File: config.mk
export PLATFORM = sky130hd
export DESIGN_NAME = ps_irq_ctrl_flat
export DESIGN_NICKNAME = d
export VERILOG_FILES = /design/src/rtl/ps_ic_pkg.sv /design/src/rtl/ps_irq_ctrl_if.sv /design/src/rtl/ic_prio_enc.sv /design/src/rtl/ps_irq_ctrl.sv /design/src/flat_wrapper.sv
export SDC_FILE = /design/constraint.sdc
export NUM_CORES = 1
export LEC_CHECK = 0
export ABC_AREA = 1
export CORE_ASPECT_RATIO = 1.4
export CORE_MARGIN = 5
export CORE_UTILIZATION = 51
export CTS_BUF_LIST = sky130_fd_sc_hd__clkbuf_8
export CTS_CLUSTER_DIAMETER = 40
export DETAILED_ROUTE_END_ITERATION = 7
export PLACE_DENSITY = 0.88
export SYNTH_ARGS = -nofsm -noshare
export SYNTH_HDL_FRONTEND = slang
export SYNTH_HIERARCHICAL = 1
export SYNTH_SLANG_ARGS = --single-unit
File: constraint.sdc
create_clock -name clk -period 5.9 [get_ports clk]
set_clock_uncertainty 0.15 [all_clocks]
set_input_delay 0.59 -clock clk [delete_from_list [all_inputs] [get_ports clk]]
set_output_delay 0.59 -clock clk [all_outputs]
set_load 0.1 [all_outputs]
File: src/rtl/ps_ic_pkg.sv
// Shared definitions for the program-sequencer interrupt controller:
// ureg addresses, GIE position and the request FSM encoding.
package ps_ic_pkg;

    localparam logic [4:0] ADDR_IRPTL  = 5'b11000;
    localparam logic [4:0] ADDR_IMASK  = 5'b11001;
    localparam logic [4:0] ADDR_IMASKP = 5'b11010;

    localparam int unsigned GIE_BIT = 15;
    // Wide enough for up to 15 sources.
    localparam int unsigned IDX_W   = 4;

    typedef enum logic [1:0] {
        StIdle,
        StReq,
        StGuard
    } ic_state_e;

endpackage

File: src/rtl/ps_irq_ctrl_if.sv
// Ureg access port plus the request/ack/RTI handshake between the PS (master)
// and the interrupt controller (slave).
interface ps_irq_ctrl_if;

    logic        ic_wrt_en;
    logic [4:0]  ic_wrt_add;
    logic [15:0] ic_wrt_dt;
    logic [4:0]  ic_rd_add;
    logic [15:0] ic_rd_dt;
    logic        ps_ic_ack;
    logic        ps_ic_rti;
    logic        ic_ps_req;
    logic [15:0] ic_ps_vec;
    logic        ic_ps_wake;

    modport master (
        output ic_wrt_en, ic_wrt_add, ic_wrt_dt, ic_rd_add, ps_ic_ack, ps_ic_rti,
        input  ic_rd_dt, ic_ps_req, ic_ps_vec, ic_ps_wake
    );

    modport slave (
        input  ic_wrt_en, ic_wrt_add, ic_wrt_dt, ic_rd_add, ps_ic_ack, ps_ic_rti,
        output ic_rd_dt, ic_ps_req, ic_ps_vec, ic_ps_wake
    );

endinterface

File: src/rtl/ic_prio_enc.sv
// Lowest-set-bit encoder: bit 0 is the highest priority.
module ic_prio_enc
    import ps_ic_pkg::*;
#(
    parameter int unsigned N = 4
) (
    input  logic [N-1:0]     in_i,
    output logic [IDX_W-1:0] idx_o,
    output logic             valid_o
);

    always_comb begin
        idx_o   = '0;
        valid_o = |in_i;
        for (int i = int'(N) - 1; i >= 0; i--) begin
            if (in_i[i]) begin
                idx_o = IDX_W'(i);
            end
        end
    end

endmodule

File: src/rtl/ps_irq_ctrl.sv
// Interrupt controller: latches source edges into IRPTL, masks, arbitrates against
// the in-service set and hands one vector at a time to the PS.
module ps_irq_ctrl
    import ps_ic_pkg::*;
#(
    parameter int unsigned N_IRQ      = 4,
    parameter logic [15:0] VEC_BASE   = 16'h0040,
    parameter logic [15:0] VEC_STRIDE = 16'h0004,
    parameter int unsigned GUARD_CYC  = 2
) (
    input  logic             clk,
    input  logic             rst,
    input  logic [N_IRQ-1:0] irq_in,
    ps_irq_ctrl_if.slave     bus
);

    localparam logic [7:0] GUARD_M1 = (GUARD_CYC == 0) ? 8'd0 : 8'(GUARD_CYC - 1);

    logic [N_IRQ-1:0] irq_q, irptl_q, irptl_d, imask_q, imask_d, imaskp_q, imaskp_d;
    logic [N_IRQ-1:0] rise, elig, idx_oh, cur_oh;
    logic             gie_q, gie_d, wake_q, wake_d, req_q, req_d;
    logic [IDX_W-1:0] idx_q, idx_d, sel_idx, cur_idx;
    logic             sel_vld, cur_vld, cand, took, wr_irptl, wr_imask;
    logic [7:0]       guard_q, guard_d;
    logic [15:0]      vec_q, vec_d;
    ic_state_e        state_q, state_d;
    logic             unused_wdt;

    assign rise     = irq_in & ~irq_q;
    assign elig     = irptl_q & imask_q & {N_IRQ{gie_q}};
    assign wr_irptl = bus.ic_wrt_en && (bus.ic_wrt_add == ADDR_IRPTL);
    assign wr_imask = bus.ic_wrt_en && (bus.ic_wrt_add == ADDR_IMASK);
    assign took     = (state_q == StReq) && bus.ps_ic_ack;
    assign idx_oh   = N_IRQ'(1) << idx_q;
    assign cur_oh   = N_IRQ'(1) << cur_idx;
    // Only a strictly higher priority source may nest over the one in service.
    assign cand     = sel_vld && (!cur_vld || (sel_idx < cur_idx));
    assign unused_wdt = ^bus.ic_wrt_dt;

    ic_prio_enc #(.N(N_IRQ)) u_sel_enc (
        .in_i    (elig),
        .idx_o   (sel_idx),
        .valid_o (sel_vld)
    );

    ic_prio_enc #(.N(N_IRQ)) u_cur_enc (
        .in_i    (imaskp_q),
        .idx_o   (cur_idx),
        .valid_o (cur_vld)
    );

    always_comb begin
        irptl_d = irptl_q;
        if (wr_irptl) irptl_d = bus.ic_wrt_dt[N_IRQ-1:0];
        if (took)     irptl_d = irptl_d & ~idx_oh;
        irptl_d = irptl_d | rise;

        imask_d = imask_q;
        gie_d   = gie_q;
        if (wr_imask) begin
            imask_d = bus.ic_wrt_dt[N_IRQ-1:0];
            gie_d   = bus.ic_wrt_dt[GIE_BIT];
        end

        imaskp_d = imaskp_q;
        if (bus.ps_ic_rti && cur_vld) imaskp_d = imaskp_d & ~cur_oh;
        if (took)                     imaskp_d = imaskp_d | idx_oh;

        wake_d = |(irptl_q & imask_q);
    end

    always_comb begin
        state_d = state_q;
        idx_d   = idx_q;
        vec_d   = vec_q;
        req_d   = req_q;
        guard_d = guard_q;
        unique case (state_q)
            StIdle: begin
                if (cand) begin
                    state_d = StReq;
                    idx_d   = sel_idx;
                    vec_d   = VEC_BASE + 16'(sel_idx) * VEC_STRIDE;
                    req_d   = 1'b1;
                end
            end
            StReq: begin
                if (took) begin
                    req_d = 1'b0;
                    if (GUARD_CYC == 0) begin
                        state_d = StIdle;
                    end else begin
                        state_d = StGuard;
                        guard_d = GUARD_M1;
                    end
                end else if ((irptl_d & idx_oh) == '0) begin
                    req_d   = 1'b0;
                    state_d = StIdle;
                end
            end
            StGuard: begin
                if (guard_q == '0) state_d = StIdle;
                else               guard_d = guard_q - 8'd1;
            end
            default: state_d = StIdle;
        endcase
    end

    always_ff @(posedge clk or negedge rst) begin
        if (!rst) begin
            irq_q    <= '0;
            irptl_q  <= '0;
            imask_q  <= '0;
            gie_q    <= 1'b0;
            imaskp_q <= '0;
            wake_q   <= 1'b0;
            state_q  <= StIdle;
            idx_q    <= '0;
            vec_q    <= '0;
            req_q    <= 1'b0;
            guard_q  <= '0;
        end else begin
            irq_q    <= irq_in;
            irptl_q  <= irptl_d;
            imask_q  <= imask_d;
            gie_q    <= gie_d;
            imaskp_q <= imaskp_d;
            wake_q   <= wake_d;
            state_q  <= state_d;
            idx_q    <= idx_d;
            vec_q    <= vec_d;
            req_q    <= req_d;
            guard_q  <= guard_d;
        end
    end

    always_comb begin
        bus.ic_rd_dt = '0;
        case (bus.ic_rd_add)
            ADDR_IRPTL:  bus.ic_rd_dt[N_IRQ-1:0] = irptl_q;
            ADDR_IMASK: begin
                bus.ic_rd_dt[N_IRQ-1:0] = imask_q;
                bus.ic_rd_dt[GIE_BIT]   = gie_q;
            end
            ADDR_IMASKP: bus.ic_rd_dt[N_IRQ-1:0] = imaskp_q;
            default:     bus.ic_rd_dt = '0;
        endcase
    end

    assign bus.ic_ps_req  = req_q;
    assign bus.ic_ps_vec  = vec_q;
    assign bus.ic_ps_wake = wake_q;

endmodule

File: src/flat_wrapper.sv
// flat-port wrapper written by rule: the top's interface ports become plain ports
module ps_irq_ctrl_flat import ps_ic_pkg::*;
#(
    parameter int unsigned N_IRQ      = 4,
    parameter logic [15:0] VEC_BASE   = 16'h0040,
    parameter logic [15:0] VEC_STRIDE = 16'h0004,
    parameter int unsigned GUARD_CYC  = 2
)
  (clk, rst, irq_in, bus_ic_wrt_en, bus_ic_wrt_add, bus_ic_wrt_dt, bus_ic_rd_add, bus_ps_ic_ack, bus_ps_ic_rti, bus_ic_rd_dt, bus_ic_ps_req, bus_ic_ps_vec, bus_ic_ps_wake);
  ps_irq_ctrl_if bus_i ();
  input  logic clk;
  input  logic rst;
  input  logic [N_IRQ-1:0] irq_in;
  input wire logic [$bits(bus_i.ic_wrt_en)-1:0] bus_ic_wrt_en;
  input wire logic [$bits(bus_i.ic_wrt_add)-1:0] bus_ic_wrt_add;
  input wire logic [$bits(bus_i.ic_wrt_dt)-1:0] bus_ic_wrt_dt;
  input wire logic [$bits(bus_i.ic_rd_add)-1:0] bus_ic_rd_add;
  input wire logic [$bits(bus_i.ps_ic_ack)-1:0] bus_ps_ic_ack;
  input wire logic [$bits(bus_i.ps_ic_rti)-1:0] bus_ps_ic_rti;
  output wire logic [$bits(bus_i.ic_rd_dt)-1:0] bus_ic_rd_dt;
  output wire logic [$bits(bus_i.ic_ps_req)-1:0] bus_ic_ps_req;
  output wire logic [$bits(bus_i.ic_ps_vec)-1:0] bus_ic_ps_vec;
  output wire logic [$bits(bus_i.ic_ps_wake)-1:0] bus_ic_ps_wake;
  assign bus_i.ic_wrt_en = bus_ic_wrt_en;
  assign bus_i.ic_wrt_add = bus_ic_wrt_add;
  assign bus_i.ic_wrt_dt = bus_ic_wrt_dt;
  assign bus_i.ic_rd_add = bus_ic_rd_add;
  assign bus_i.ps_ic_ack = bus_ps_ic_ack;
  assign bus_i.ps_ic_rti = bus_ps_ic_rti;
  assign bus_ic_rd_dt = bus_i.ic_rd_dt;
  assign bus_ic_ps_req = bus_i.ic_ps_req;
  assign bus_ic_ps_vec = bus_i.ic_ps_vec;
  assign bus_ic_ps_wake = bus_i.ic_ps_wake;
  ps_irq_ctrl #(.N_IRQ(N_IRQ), .VEC_BASE(VEC_BASE), .VEC_STRIDE(VEC_STRIDE), .GUARD_CYC(GUARD_CYC)) u_core (.clk(clk), .rst(rst), .irq_in(irq_in), .bus(bus_i));
endmodule
Word level (Yosys, flattened, before mapping)
Cells that the tools add are included.
{"block": "word_totals", "inputBits": 35, "out_inout_bits": 34, "register_bits": 49, "word_cells": 84}
{"block": "op_classes", "bitwise_logic": 11, "mux": 26, "n_eq_ne": 12, "addsub": 2, "n_reduce_logical": 19, "n_shift": 2, "order_cmp": 1}
{"cell": "$mux 4", "count": 10}
{"cell": "$eq 5x5->1 const B", "count": 5}
{"cell": "$and 4x4->4", "count": 6}
{"cell": "$mux 8", "count": 2}
{"cell": "$pmux 8 s2", "count": 1}
{"cell": "$mux 2", "count": 6}
{"cell": "$not 4->4", "count": 3}
{"cell": "$pmux 4 s3", "count": 1}
{"cell": "$reduce_or 4->1", "count": 3}
{"cell": "$reduce_and 3->1", "count": 3}
{"cell": "$add 7x6->8 const A", "count": 1}
{"cell": "$logic_not 8->1", "count": 1}
{"cell": "$or 4x4->4", "count": 2}
{"cell": "$shl 1x4->4 const A", "count": 2}
{"cell": "$sub 8x1->8 const B", "count": 1}
{"cell": "$ne 2x1->1 const B", "count": 3}
{"cell": "$pmux 2 s3", "count": 1}
{"cell": "$logic_and 1x1->1", "count": 5}
{"cell": "$logic_not 4->1", "count": 1}
{"cell": "$lt 4x4->1", "count": 1}
{"cell": "$mux 1", "count": 4}
{"cell": "$reduce_bool 2->1", "count": 2}
{"cell": "$ne 3x2->1 const B", "count": 1}
{"cell": "$eq 2x1->1 const B", "count": 1}
{"cell": "other kinds (7)", "count": 7}

Longest topological paths before layout
{"block": "depth", "depth_word": 11, "mapped_depth": 16, "mapped_depth_nobuf": 16}

Modules after synthesis
The synthesis kept the hierarchy.
{"mod": "ps_irq_ctrl", "seq_area_each_um2": 850.8, "area_each_um2": 1978.1, "cells_per_inst": 265, "instances": 1}
{"mod": "ic_prio_enc", "seq_area_each_um2": 0.0, "area_each_um2": 65.1, "cells_per_inst": 12, "instances": 2}

Worst setup path after synthesis
Ideal clock, no wire load.
{"block": "synth_path", "path_type": "input to output", "start": "input bus_ic_rd_add[3]", "end": "output bus_ic_rd_dt[15]", "required_time_ps": 5160, "t_arrival_ps": 2530, "path_buffers": 0, "slack_ps": 2630, "path_stages": 6, "cell_sequence": "inv_1 nor2_1 inv_1 nor4_1 inv_1 nor2_1"}
{"block": "synth_between", "elab_chain_len": 2}
{"item": "start: declaration", "line": "flat_wrapper.sv:17", "rtl": "input wire logic [$bits(bus_i.ic_rd_add)-1:0] bus_ic_rd_add;"}
{"item": "$eq 5x5->1", "line": "ps_irq_ctrl.sv:139", "rtl": "case (bus.ic_rd_add)"}
{"item": "$mux 1", "line": "ps_irq_ctrl.sv:139"}
{"item": "end: declaration", "line": "flat_wrapper.sv:20", "rtl": "output wire logic [$bits(bus_i.ic_rd_dt)-1:0] bus_ic_rd_dt;"}
No other way between the ends.

Worst setup path in the final report
{"block": "layout_path", "start": "input bus_ic_rd_add[3]", "end": "output bus_ic_rd_dt[0]"}
{"block": "layout_between", "elab_chain_len": 2, "elab_cells_between_ends": 4, "cone_classes": "eq/ne: 3; mux: 1"}
{"item": "$eq 5x5->1", "line": "ps_irq_ctrl.sv:139"}
{"item": "$pmux 4 s3 *", "line": "ps_irq_ctrl.sv:139"}
Mark *: on every way between the ends. The rest lies on a longest branch, timed or not.

==> impl_metrics.toml <==
[timing]
worst_pin_slew_ns = 0.973
drv_slew = 0
setup-tns-final_ns = 0
whs_ns = 0.317
hold_violations = 0
setup_viol = 0
rsz0062_at_grt = "no"
clock.fmax_mhz = 257
min_period_ns = 3.89
slew_headroom_pct = 34.9
min_period_over_period_pct = 65.9

[yosys]
synth_top_area_share_pct = 40.4
netlist_area_um2 = 2110
synth_most_common_cell = "nand2_1"
synth-seq-cells = 34
synth_cell_type_count = 25
ys.flop_type = "dfrtp_1"
synth-edff-count = 0
avgSynthCellArea_um2 = 7.30
netlist_instances = 289
yosysSeqAreaShare_pct = 40.4
synth_largest_area_cell = "dfrtp_1"
synthArstFlopShare_pct = 100
yosysWarnings = 6
yosys-top-cells-area = "dfrtp_1, nand2_1, buf_4"
synth_common_cells = "nand2_1, inv_1, dfrtp_1"

[setup_path]
path_max_fanout = 5
r2r_setup_slack_ns = 3.56
path_cells = "clkdlybuf4s50_1 -> inv_1 -> nor2_1 -> inv_1 -> nor4_1 -> nand2_1 -> nand3_1 -> clkdlybuf4s50_1"
worstSetupPathType = "primary input to output pin"
endpoint_kind = "output pin"
crit_path_top_delay_cell = "clkdlybuf4s50_1"
cp_slowest_stage_delay_ns = 1.13
cp.required_ns = 5.16
startpoint_type = "primary input"
cp.arrival_ns = 3.15

[layout]
final_cell_count_no_fill = 372
final_net_count = 369
diodes = 0
layout-drive-gt1-share_pct = 7.90
synthToLayoutAreaGrowth_pct = 18.0

[routing]
vias = 1795
wl_per_cell_um = 11.4
first_pass_iters = 4
first_iter_violations = 60
antenna_violating_nets_post_route = 0
viasPerCell = 4.83
routed_wl_um = 4230
route.detailed.drc = 0

[placement]
dp_cells = 365
numPortBuffers = 35
place_congestion = 0.852
dp_hpwl_um = 3510

[hold_path]
hold_path.class = "flip-flop to flip-flop"

[global_routing]
grt_pass1_wl_um = 7230
grt_max_degree = 35
grt_antenna_before_repair = 0
grt-ovfl-total = 0
grt_pass1_vias = 1831
grt.total_usage_pct = 16.5

[run_status]
status = "complete, no violations"

[die]
dieWidth_um = 64.3
fp-row-count = 27
die_y_um = 86.1
core_area_um2 = 3990
dieArea_um2 = 5540
start_util_pct = 52.9
pin_count = 69

[clock_network]
numCtsBuffers = 5
cts_tree = "built"
cts-htree-levels = 2
clkTransAtPathRegs_ns = 0.06
cts_root_buf = "clkbuf_8"
cts_num_sinks = 34
insertion_delay_ns = 0.28
post-cts-setup-buffer-count = 0
clock_path_buffers = 2
cts_resized = 0
hold_buffers = 0

[power_and_ir_drop]
p_leak_nw = 1.28
total_power_mw = 1.07
power_density_nw_per_um2 = 431
ir_drop_uv = 252

[job]
maxCapViolations = 0
critical path: cells and delay by family:
kind,cells,cell delay (ns)
simple gates,4,0.86
buf+inv,4,1.69
sequential cells by signal, indices dropped and copies added, names as in the netlist, 2 cells and up:
| register | cells |
|---|---|
| u_core/bus.ic_ps_vec | 2 |
| u_core/guard_q | 8 |
| u_core/idx_q | 3 |
| u_core/imask_q | 4 |
| u_core/imaskp_q | 4 |
| u_core/irptl_q | 4 |
| u_core/irq_q | 4 |
| u_core/state_q | 2 |
where the power goes:
group          leakage, nW  total (mW)  internal, mW  switching [mW]
Sequential           0.408       0.350         0.303          0.0464
Combinational        0.823       0.568         0.152           0.416
Clock               0.0466       0.155        0.0776          0.0771
Total                 1.28        1.07         0.533           0.540
path summary, 6_finish.rpt:
path | from | end | cells after the start
hold / removal | u_core/bus.ic_ps_vec[6] | u_core/bus.ic_ps_vec[6] | 1
setup reg to reg | u_core/gie_q | u_core/bus.ic_ps_vec[5] | 14
hold reg to reg | u_core/bus.ic_ps_vec[6] | u_core/bus.ic_ps_vec[6] | 1
min in group asynchronous | rst | u_core/guard_q[3] | 2
setup / recovery | bus_ic_rd_add[3] | bus_ic_rd_dt[0] | 8
max in group asynchronous | rst | u_core/gie_q | 2
cell usage in the layout, fill, tap and decap left out, drive strengths merged, types with 2 or more instances in the layout:
cell	count
nor2	24
nand2	80
conb	26
o21ai	20
inv	55
nand4	4
nand3	20
a21oi	13
nand3b	2
clkdlybuf4s50	35
dfrtp	34
ha	5
nor4	2
clkbuf	5
metrics by stage:
stage / cell area, µm² / utilization (%) / setup WS, ns
3_5_place_dp: 2410 / 60.5 / 1.99
3_3_place_gp: 2410 / 60.5 / 2.05
5_1_grt: 2490 / 62.4 / 1.72
6_report: 2490 / 62.4 / 2.01
2_1_floorplan: 2190 / - / 2.63
4_1_cts: 2490 / 62.4 / 2.00
cell families (layout without fill, tap and decap cells):
kind of cell             after synthesis  count (layout)  synth area share (%)
AND/OR/NAND/NOR                      134             134                  28.2
other                                  3              26                 0.534
flip-flops                            34              34                  40.4
adder cells (fa/ha/maj)                5               5                  2.97
AO/OA/AOI/OAI                         34              34                  9.26
buffers and inverters                 79              96                  18.7
area by class of cell:
| type | instances | area, µm² |
|---|---|---|
| Sequential cell | 34 | 851 |
| Clock inverter | 2 | 7.51 |
| Inverter | 53 | 199 |
| Tap cell | 43 | 53.8 |
| Multi-Input combinational cell | 199 | 950 |
| Clock buffer | 5 | 68.8 |
| Timing Repair Buffer | 36 | 358 |
| Fill cell | 346 | 1500 |
per-layer routing:
layer / global-route usage (%) / part of all wire [%]
met4: 8.27 / 2.2
met2: 32.5 / 56
met3: 3.93 / 5.5
met1: 15.3 / 37
met5: 0 / 0
Note: power is estimated with default switching activity, not from simulation.
==> variant, RTL diff (config.mk and constraints unchanged) <==
`N_IRQ` is set to 4 in 2 places; all go to 5.
--- a/src/rtl/ps_irq_ctrl.sv
+++ b/src/rtl/ps_irq_ctrl.sv
@@ -5,3 +5,3 @@
 #(
-    parameter int unsigned N_IRQ      = 4,
+    parameter int unsigned N_IRQ      = 5,
     parameter logic [15:0] VEC_BASE   = 16'h0040,
--- a/src/flat_wrapper.sv
+++ b/src/flat_wrapper.sv
@@ -3,3 +3,3 @@
 #(
-    parameter int unsigned N_IRQ      = 4,
+    parameter int unsigned N_IRQ      = 5,
     parameter logic [15:0] VEC_BASE   = 16'h0040,
Ports: changed (resized irq_in); port bits go from 69 to 70. The function was not compared with the original's and may differ.
==> variant against the original RTL <==
Combinational power grew 12%. Sequential cell count grew 4. Total power grew 12%. Die area grew 9.8%. Wire length grew 16%. Area after synthesis grew 11%. Worst setup slack lost 0.024 ns. Design area grew 12%.
==> variant: results (changes against the original RTL) <==
status finished, final reports clean; WL met2 2630 um (+12%); drt first pass iters 5 (+1); Top reg by flops u_core/guard_q; post-CTS setup buffers 0 (unchanged); hpwl dp 3880 um (+10%); start point of the critical path bus_ic_rd_add[3]; share of layout cells above drive strength 1 0.108 (+0.0289); clock group power 166 uW (+7%); M1 WL 1860 um (+20%); Routability Congestion 0.840 (-1.5%); 1st-iter DRT viols 122 (+100%); non-filler cells, final 414 (+11%); FILL cells 406 (+17%); worst endpoint data arrival time 3.17 ns (+0.02 ns); final net count 393 (+6.5%); routed len/inst 11.8 um (+4.0%); CP endpoint bus_ic_rd_dt[2]; Worst R2R Setup Slack 3.32 ns (-0.24 ns); Sequential Power Share 0.333 (+0.007); first-pass GRT wire length 8360 um (+16%); crit-path max cell delay 1.16 ns (+0.03 ns); total track usage 0.175 (+0.0103); yosys synthesis warning count 6 (unchanged); fraction of the mapped netlist area in adder cells 0.0267 (-0.00302); CTS H-tree lvls 2 (unchanged); worst-margin pin slew 0.980 ns (+0.00634 ns); post-synthesis compound-gate area fraction 0.0906 (-0.00196); synthesized area per cell 7.55 sq um (+3.5%); Max VDD drop 370 uV (+47%); Cell variety after synth 33 (+32%); I/O Buffers 38 (+8.6%); LEAKAGE 0.00141 uW (+10%); crit path max fanout 5 (unchanged); Internal 592 uW (+11%); Synth area leaders dfrtp_1, nand2_1, buf_4; Overall Power 1200 uW (+12%); top post-synthesis cells by count nand2_1, inv_1, dfrtp_1; Hold Path Class input port to async pin; reg2reg end u_core/idx_q[1]$_DFFE_PN0P_; asr flop ratio synth 1.00 (unchanged); Avg Vias per Cell 4.81 (-0.33%); WL met3 320 um (+38%); worst r2r src u_core/irptl_q[2]$_DFF_PN0_; register area share after synthesis 0.405 (+0.00156); DR top layer met4; via count of the first global-routing pass 1965 (+7.3%); Synth Area in XOR/XNOR 0.00373 (+0.00373); Bufs on Longest Clock Path 2 (unchanged); largest net degree at the start of global routing 39 (+11%)
variant: cell type report:
class                      count  area share
timing repair buffer          38       0.135
clock buffer                   5      0.0248
sequential                    38       0.342
clock inverter                 2     0.00405
inverter                      52      0.0711
tap                           62      0.0279
multi-input combinational    217       0.395
variant: stage by stage:
step | hold WS [ns] | setup slack (ns) | utilization | area (sq um)
after floorplan | 0.144 | 2.43 | - | 2420
after global placement | 0.303 | 1.97 | 0.600 | 2700
after detailed placement | 0.312 | 1.99 | 0.600 | 2700
after CTS | 0.274 | 1.98 | 0.618 | 2780
after global routing | 0.299 | 1.69 | 0.618 | 2780
final | 0.247 | 1.99 | 0.618 | 2780
variant: routing by layer:
| metal | GRT usage | up-vias |
|---|---|---|
| met5 | 0 | - |
| met4 | 0.0711 | 0 |
| met3 | 0.0423 | 10 |
| met2 | 0.309 | 63 |
| met1 | 0.195 | 901 |
| li1 | - | 1017 |
